**src/rtl/branch_resolver_pkg.sv**
```systemverilog
// Shared constants and types for the MicroEV20 execute-stage branch resolver.
package ev20_branch_pkg;

    localparam int unsigned INSTR_W = 14;
    localparam int unsigned PC_W    = 11;

    localparam logic [2:0] OP_JMP = 3'b100;

    localparam logic [1:0] CC_Z = 2'b01;
    localparam logic [1:0] CC_C = 2'b10;
    localparam logic [1:0] CC_N = 2'b11;

    typedef enum logic [1:0] {
        IDLE,
        REDIRECT,
        FLUSH
    } br_state_t;

endpackage

```
**src/rtl/branch_resolver_if.sv**
```systemverilog
// Redirect valid/ready channel from the branch resolver toward fetch.
interface branch_resolver_if;
    import ev20_branch_pkg::*;

    logic            redirect_valid;
    logic            redirect_ready;
    logic [PC_W-1:0] redirect_pc;

    modport master (
        output redirect_valid,
        output redirect_pc,
        input  redirect_ready
    );

    modport slave (
        input  redirect_valid,
        input  redirect_pc,
        output redirect_ready
    );

endinterface

```
**src/rtl/branch_resolver_cond_eval.sv**
```systemverilog
// Combinational conditional-branch decode and flag evaluation.
module branch_cond_eval
    import ev20_branch_pkg::*;
(
    input  logic [INSTR_W-1:0] instr,
    input  logic               flag_z,
    input  logic               flag_c,
    input  logic               flag_n,
    output logic               is_cond,
    output logic               taken
);

    logic flag_sel;
    logic unused_ok;

    // The target field is consumed by the caller, not here.
    assign unused_ok = ^instr[10:0];

    // Select the flag named by the condition code and qualify with the decode.
    always_comb begin
        is_cond  = instr[13] && (instr[13:11] != OP_JMP);
        flag_sel = 1'b0;
        case (instr[12:11])
            CC_Z:    flag_sel = flag_z;
            CC_C:    flag_sel = flag_c;
            CC_N:    flag_sel = flag_n;
            default: flag_sel = 1'b0;
        endcase
        taken = is_cond && flag_sel;
    end

endmodule

```
**src/rtl/branch_resolver.sv**
```systemverilog
// Execute-stage conditional branch resolver: evaluates branches, issues the
// fetch redirect, flushes younger stages and releases the fetch hold.
// Optional build macro BRANCH_STATS_EN adds saturating branch counters.
module branch_resolver
    import ev20_branch_pkg::*;
#(
    parameter int unsigned FLUSH_CYCLES = 2
) (
    input  logic                 clk,
    input  logic                 rst,
    input  logic                 ex_valid,
    input  logic [INSTR_W-1:0]   ex_instr,
    input  logic [PC_W-1:0]      ex_pc,
    input  logic                 flag_z,
    input  logic                 flag_c,
    input  logic                 flag_n,
    branch_resolver_if.master    redir,
    output logic                 flush,
    output logic                 branch_done,
    output logic                 busy,
    output logic [15:0]          stat_cond,
    output logic [15:0]          stat_taken
);

    localparam logic [3:0] FLUSH_LD = 4'(FLUSH_CYCLES);

    br_state_t       state_q, state_d;
    logic [3:0]      cnt_q, cnt_d;
    logic [PC_W-1:0] pc_q, pc_d;
    logic            rv_q, rv_d;
    logic            flush_q, flush_d;
    logic            done_q, done_d;
    logic            busy_q, busy_d;

    logic is_cond, taken, accept, hs;
    logic unused_ok;

    assign unused_ok = ^ex_pc;

    branch_cond_eval u_cond (
        .instr   (ex_instr),
        .flag_z  (flag_z),
        .flag_c  (flag_c),
        .flag_n  (flag_n),
        .is_cond (is_cond),
        .taken   (taken)
    );

    // Only IDLE accepts; anything seen while busy is wrong-path.
    assign accept = (state_q == IDLE) && ex_valid && is_cond;
    assign hs     = (state_q == REDIRECT) && rv_q && redir.redirect_ready;

    // State and registered outputs.
    always_ff @(posedge clk) begin
        if (rst) begin
            state_q <= IDLE;
            cnt_q   <= '0;
            pc_q    <= '0;
            rv_q    <= 1'b0;
            flush_q <= 1'b0;
            done_q  <= 1'b0;
            busy_q  <= 1'b0;
        end else begin
            state_q <= state_d;
            cnt_q   <= cnt_d;
            pc_q    <= pc_d;
            rv_q    <= rv_d;
            flush_q <= flush_d;
            done_q  <= done_d;
            busy_q  <= busy_d;
        end
    end

    // Next-state logic, flush countdown and target latch.
    always_comb begin
        state_d = state_q;
        cnt_d   = cnt_q;
        pc_d    = pc_q;
        case (state_q)
            IDLE: begin
                if (accept && taken) begin
                    state_d = REDIRECT;
                    pc_d    = ex_instr[PC_W-1:0];
                end
            end
            REDIRECT: begin
                if (hs) begin
                    cnt_d   = FLUSH_LD;
                    state_d = (FLUSH_CYCLES > 0) ? FLUSH : IDLE;
                end
            end
            FLUSH: begin
                cnt_d = cnt_q - 4'd1;
                if (cnt_q <= 4'd1) state_d = IDLE;
            end
            default: state_d = IDLE;
        endcase
    end

    // Outputs are computed from the next state so they appear registered.
    always_comb begin
        rv_d    = (state_d == REDIRECT);
        flush_d = (state_d != IDLE);
        busy_d  = (state_d != IDLE);
        done_d  = (accept && !taken) || hs;
    end

    assign redir.redirect_valid = rv_q;
    assign redir.redirect_pc    = pc_q;
    assign flush                = flush_q;
    assign branch_done          = done_q;
    assign busy                 = busy_q;

`ifdef BRANCH_STATS_EN
    logic [15:0] stat_cond_q, stat_cond_d;
    logic [15:0] stat_taken_q, stat_taken_d;

    // Saturating increments on accepted / taken conditional branches.
    always_comb begin
        stat_cond_d  = stat_cond_q;
        stat_taken_d = stat_taken_q;
        if (accept && (stat_cond_q != '1))          stat_cond_d  = stat_cond_q + 16'd1;
        if (accept && taken && (stat_taken_q != '1)) stat_taken_d = stat_taken_q + 16'd1;
    end

    // Counter registers.
    always_ff @(posedge clk) begin
        if (rst) begin
            stat_cond_q  <= '0;
            stat_taken_q <= '0;
        end else begin
            stat_cond_q  <= stat_cond_d;
            stat_taken_q <= stat_taken_d;
        end
    end

    assign stat_cond  = stat_cond_q;
    assign stat_taken = stat_taken_q;
`else
    assign stat_cond  = '0;
    assign stat_taken = '0;
`endif

endmodule

```
**src/flat_wrapper.sv**
```systemverilog
// flat-port wrapper written by rule: the top's interface ports become plain ports
module branch_resolver_flat import ev20_branch_pkg::*;
#(
    parameter int unsigned FLUSH_CYCLES = 2
)
  (clk, rst, ex_valid, ex_instr, ex_pc, flag_z, flag_c, flag_n, flush, branch_done, busy, stat_cond, stat_taken, redir_redirect_valid, redir_redirect_pc, redir_redirect_ready);
  branch_resolver_if redir_i ();
  input  logic clk;
  input  logic rst;
  input  logic ex_valid;
  input  logic [INSTR_W-1:0] ex_instr;
  input  logic [PC_W-1:0] ex_pc;
  input  logic flag_z;
  input  logic flag_c;
  input  logic flag_n;
  output logic flush;
  output logic branch_done;
  output logic busy;
  output logic [15:0] stat_cond;
  output logic [15:0] stat_taken;
  output wire logic [$bits(redir_i.redirect_valid)-1:0] redir_redirect_valid;
  output wire logic [$bits(redir_i.redirect_pc)-1:0] redir_redirect_pc;
  input wire logic [$bits(redir_i.redirect_ready)-1:0] redir_redirect_ready;
  assign redir_redirect_valid = redir_i.redirect_valid;
  assign redir_redirect_pc = redir_i.redirect_pc;
  assign redir_i.redirect_ready = redir_redirect_ready;
  branch_resolver #(.FLUSH_CYCLES(FLUSH_CYCLES)) u_core (.clk(clk), .rst(rst), .ex_valid(ex_valid), .ex_instr(ex_instr), .ex_pc(ex_pc), .flag_z(flag_z), .flag_c(flag_c), .flag_n(flag_n), .redir(redir_i), .flush(flush), .branch_done(branch_done), .busy(busy), .stat_cond(stat_cond), .stat_taken(stat_taken));
endmodule
```
**config.mk**
```make
export PLATFORM = sky130hd
export DESIGN_NAME = branch_resolver_flat
export DESIGN_NICKNAME = d
export VERILOG_FILES = /design/src/rtl/branch_resolver_pkg.sv /design/src/rtl/branch_resolver_if.sv /design/src/rtl/branch_resolver_cond_eval.sv /design/src/rtl/branch_resolver.sv /design/src/flat_wrapper.sv
export SDC_FILE = /design/constraint.sdc
export NUM_CORES = 1
export LEC_CHECK = 0
export CAP_MARGIN = 20
export CORE_UTILIZATION = 38
export CTS_BUF_LIST = sky130_fd_sc_hd__clkbuf_8
export DETAILED_ROUTE_END_ITERATION = 6
export GPL_ROUTABILITY_DRIVEN = 0
export HOLD_SLACK_MARGIN = 0.03
export PLACE_DENSITY = 0.81
export SETUP_SLACK_MARGIN = 0.02
export SLEW_MARGIN = 40
export SYNTH_ARGS = -nofsm -noshare
export SYNTH_HDL_FRONTEND = slang
export SYNTH_HIERARCHICAL = 1
export SYNTH_SLANG_ARGS = --single-unit
```
**constraint.sdc**
```tcl
create_clock -name clk -period 1.4 [get_ports clk]
set_input_delay 0.14 -clock clk [delete_from_list [all_inputs] [get_ports clk]]
set_output_delay 0.14 -clock clk [all_outputs]
set_load 0.02 [all_outputs]
```
* After elaboration in Yosys (flattened, before gate mapping)
Index checks and enable logic that the tools add are counted.
** Operators by class
- Mux-type cells :: 7
- $add $sub $neg :: 1
- Reductions and logical operators :: 15
- Equality and inequality tests :: 8
- Magnitude comparators :: 1
** Operators with widths (number)
- logical AND 1 bit :: 8
- one-hot mux 4 bit (2 select lines) :: 1
- equality test 2 x 1 -> 1 bit (second input constant) :: 3
- equality test 2 bit (second input constant) :: 3
- 2-to-1 mux 2 bit :: 3
- one-hot mux 2 bit (3 select lines) :: 1
- <= comparator 4 x 1 -> 1 bit (second input constant) :: 1
- 2-to-1 mux 4 bit :: 1
- AND reduction 2 bit :: 2
- nonzero test 2 bit :: 2
- subtractor 4 x 1 -> 4 bit (second input constant) :: 1
- inequality test 3 bit (second input constant) :: 1
- one-hot mux 1 bit (3 select lines) :: 1
- logical NOT 2 bit :: 1
- inequality test 2 x 1 -> 1 bit (second input constant) :: 1
- logical NOT 1 bit :: 1
- logical OR 1 bit :: 1
** Storage, ports and cells
- Input port bits :: 32
- Register bits after elaboration :: 20

* Depth between registers and ports, before layout
- Word-level depth :: 7
- Mapped depth :: 6
- Gate-level depth less buffers :: 5

* Hierarchy
Netlist, hierarchy kept.
** By module, submodules not included
- branch_resolver :: cells each 124, area each 1208.7 sq um, times used 1, sequential area each 400.4 sq um
- branch_cond_eval :: cells each 6, area each 38.8 sq um, times used 1, sequential area each 0.0 sq um

* Least setup slack after synthesis
Ideal clock, no wire load.
- Path kind :: input to register
- Start :: input port ex_instr[12]
- End :: register u_core.pc_q[0], in the netlist u_core/redir.redirect_pc[0]
- Stages :: 5
- Path slack :: 137 ps
- Setup time :: 72 ps
- Arrival time :: 1191 ps
- Cell sequence :: mux2i_1 -> a211oi_2 -> nor4b_4 -> buf_6 -> mux2i_1
** Between the ends
- Longest elaborated chain between the ends :: 5
- Elaborated cells on any way between the ends :: 10
- Those cells by class :: 4 x eq/ne; 1 x mux; 5 x reduce/logical
** Ends and longest elaborated chain
- start, declared :: line flat_wrapper.sv:11 : input logic [INSTR_W-1:0] ex_instr;
- equality test 2 bit (tied with other cells) :: line branch_resolver_cond_eval.sv:23 : case (instr[12:11])
- one-hot mux 1 bit (3 select lines) or logical AND 1 bit (tied branches) :: line branch_resolver_cond_eval.sv:23, branch_resolver_cond_eval.sv:21
- logical AND 1 bit * :: line branch_resolver_cond_eval.sv:29 : taken = is_cond && flag_sel;
- named net u_core.taken :: line branch_resolver.sv:35 : logic is_cond, taken, accept, hs;
- logical AND 1 bit * :: line branch_resolver.sv:81 : if (accept && taken) begin
- AND reduction 2 bit (no source line) *
- end signal, assigned :: line branch_resolver.sv:66 : pc_q <= pc_d;
- end, declared :: line branch_resolver.sv:29 : logic [PC_W-1:0] pc_q, pc_d;
Mark *: on every way through the listed nets, which the timed path passes. The rest lies on a longest branch.
A chain may end at the register's enable or synchronous reset.

* Worst setup path in the final report
- Start :: register u_core.pc_q[3], in the netlist u_core/redir.redirect_pc[3]
- End :: output port redir_redirect_pc[3]
** RTL lines
- end, declared :: line flat_wrapper.sv:22 : output wire logic [$bits(redir_i.redirect_pc)-1:0] redir_redirect_pc;
No word-level cell between the ends.

==> impl_metrics.json <==
{
  "wl_per_cell_um": 10.3,
  "synth_edf_count": 0,
  "use_met3": 0.0502,
  "yosysSeqAreaShare": 0.321,
  "ys_async_sr_fraction": 0,
  "fmax_mhz": 749,
  "worstSetupPathType": "register to output pin",
  "grt_pass1_vias": 812,
  "total_power_mw": 1.22,
  "ys_types": 33,
  "whs_path_depth": 3,
  "critPathTopFamily": "buffers and inverters",
  "synthTopCellsByArea": "dfxtp_1 32%, buf_4 20%, or2b_2 11%, mux2i_1 9.6%, nand2b_1 4.0%",
  "clock_tree.buffer_depth": 2,
  "use_met1": 0.170,
  "ys_ff_latch": 20,
  "fill_cells": 283,
  "grt_usage": 0.138,
  "period_share": 0.954,
  "finalNetCount": 211,
  "cts_made_buffers": 3,
  "cp.required_ns": 1.26,
  "end_kind": "output pin",
  "finalWirelength_um": 2260,
  "yosysTopAreaCellShare": 0.321,
  "hold_buffers": 0,
  "status": "finished clean",
  "clock_latency_ns": 0.25,
  "drtAntennaViolNets": 0,
  "grt_first_pass_wirelength_um": 3590,
  "setup_violations": 0,
  "portBuffers": 35,
  "die_area_um2": 3520,
  "synth_top_flop_cell": "dfxtp_1",
  "path_buf_inv": 1,
  "vias": 895,
  "cap_violations": 0,
  "fin_area_um2": 1730,
  "grt_util_met2": 0.217,
  "final_util": 0.561,
  "place.detailed.hpwl_um": 1530,
  "ys_warn_count": 6,
  "synth_largest_area_cell": "dfxtp_1",
  "antennaDiodeCount": 0,
  "fp.dieW_um": 59.3,
  "syn_inst": 130,
  "hold_end": "u_core/redir.redirect_pc[8]$_SDFFE_PP0P_",
  "htree_levels": 1,
  "initial_core_util": 0.405,
  "start_kind": "register",
  "path_max_fanout": 2,
  "hold_viol_final": 0,
  "grt-busiest-layer": "met2",
  "rsz0062_at_grt": "yes",
  "timing.rr.end": "u_core/redir.redirect_pc[9]$_SDFFE_PP0P_",
  "cts_sinks": 20,
  "min_from": "ex_instr[8]",
  "slew_viol_final": 0,
  "cts_tree": "done",
  "drc": 0,
  "rr_startpoint": "u_core/state_q[1]$_SDFF_PP0_",
  "gr-total-overflow": 0,
  "vdd_ir_drop_max_v": 0.000308,
  "syn_area_um2": 1250,
  "clock_skew_ns": 0.00263,
  "io_pins": 79,
  "layout-drive-gt1-share": 0.263,
  "finalHoldWorstSlack_ns": 0.453,
  "syn_avg_cell_area_um2": 9.60,
  "grt_antenna_before_repair": 0,
  "vias_per_cell": 4.09,
  "critPathSlowestCell": "clkdlybuf4s50_1",
  "syn2layout_area_growth_pct": 38.3,
  "dr.first_iter.drc_count": 8,
  "grt_max_degree": 33,
  "period_needed_ns": 1.33,
  "power_density_nw_per_um2": 709,
  "root_buffer": "clkbuf_8",
  "ff2ff_path_depth": 4,
  "dr.pass1.iters": 4,
  "num_rows": 20,
  "p_leak_nw": 0.793,
  "core_um2": 3080,
  "cp.arrival_ns": 1.19,
  "rrSetupSlack_ns": 0.12,
  "hold_class": "primary input to register",
  "worstPathCellList": "clkdlybuf4s50_1",
  "placed_cell_area_um2": 1550,
  "die_y_um": 59.3,
  "path_clk_slew_ns": 0.07,
  "crit_path_max_incr_delay_ns": 0.61
}
## cells in the mapped netlist (2+ instances only)
master	count
ha_1	2
nand2b_1	8
a21oi_1	5
clkbuf_1	2
nand4b_1	2
or2b_2	15
inv_1	3
mux2i_1	12
dfxtp_1	20
buf_4	33
nor3_1	2
nor2_1	4
o21ba_2	2
## stage by stage
stage / TNS (ns) / worst slack (ns) / std cells
after floorplan: 0 / 0.137 / 161
after detailed placement: -5.06 / -0.387 / 207
after CTS: 0 / 0.0212 / 218
after global routing: 0 / 0.00897 / 219
after global placement: -4.51 / -0.337 / 207
final: 0 / 0.0651 / 219
## how the worst max path moves through the flow
stage	start	to	slack (ns)	cells after the start
2_1_floorplan	ex_instr[12]	u_core/redir.redirect_pc[0]$_SDFFE_PP0P_	0.14	5
3_3_place_gp	ex_instr[12]	u_core/redir.redirect_pc[5]$_SDFFE_PP0P_	-0.34	6
3_5_place_dp	ex_instr[12]	u_core/redir.redirect_pc[6]$_SDFFE_PP0P_	-0.39	6
4_1_cts	ex_instr[12]	u_core/redir.redirect_pc[1]$_SDFFE_PP0P_	0.02	6
5_1_grt	ex_instr[12]	u_core/redir.redirect_pc[2]$_SDFFE_PP0P_	0.009	6
6_report	u_core/redir.redirect_pc[3]$_SDFFE_PP0P_	redir_redirect_pc[3]	0.07	1
## cell usage in the layout (no fill, tap or decap), types with 2 or more instances in the layout
master,count
nand4b_1,2
dfxtp_1,19
nor3_1,2
nand2b_1,8
a21oi_2,2
buf_12,2
buf_4,10
mux2i_1,11
a21oi_1,3
inv_1,2
or2b_2,15
clkdlybuf4s15_2,2
dlymetal6s2s_1,5
ha_1,2
o21ba_2,2
clkbuf_8,3
clkdlybuf4s50_1,22
conb_1,32
dlygate4sd2_1,6
nor2_1,3
## registers in the layout (all words and copies together), names as in the netlist
| signal | cells |
|---|---|
| u_core/redir.redirect_pc | 11 |
| u_core/redir.redirect_valid | 1 |
| u_core/cnt_q | 4 |
| u_core/state_q | 2 |
| u_core/branch_done | 1 |
| u_core/busy | 1 |
## cell families after synthesis
| group | after synthesis | share of synthesized area |
|---|---|---|
| AND/OR/NAND/NOR | 42 | 0.254 |
| XOR/XNOR | 1 | 0.00702 |
| adder cells (fa/ha/maj) | 2 | 0.0201 |
| AO/OA/AOI/OAI | 11 | 0.0632 |
| multiplexers | 13 | 0.105 |
| other | 1 | 0.00301 |
| buffers and inverters | 40 | 0.227 |
| flip-flops | 20 | 0.321 |
## power breakdown
group	internal, mW	total, mW	leakage (nW)	switching (mW)
logic	0.126	0.274	0.610	0.147
clock network	0.191	0.364	0.0216	0.173
registers	0.579	0.586	0.162	0.00683
## per-layer routing
| layer | vias to the layer above | part of all wire |
|---|---|---|
| li1 | 456 | - |
| met1 | 393 | 0.45 |
| met2 | 42 | 0.45 |
| met3 | 4 | 0.078 |
| met4 | 0 | 0.018 |
| met5 | - | 0 |
## repair_timing
item | CTS | global route
cloned | 1 | 0
setup buffers | 7 | 1
pin swaps | 4 | 0
gates resized for setup | 19 | 7
endpoints found under the setup margin | 16 | 12
## layout make-up
| cell class | count | area, µm² | share of cell area |
|---|---|---|---|
| multi-input cells | 101 | 711 | 0.412 |
| repair buffers | 48 | 505 | 0.293 |
| well taps | 44 | 55.1 | 0.0319 |
| flip-flops and latches | 20 | 402 | 0.233 |
| clock buffers | 3 | 41.3 | 0.0239 |
| inverters | 3 | 11.3 | 0.00653 |
(Power assumes the default switching activity.)
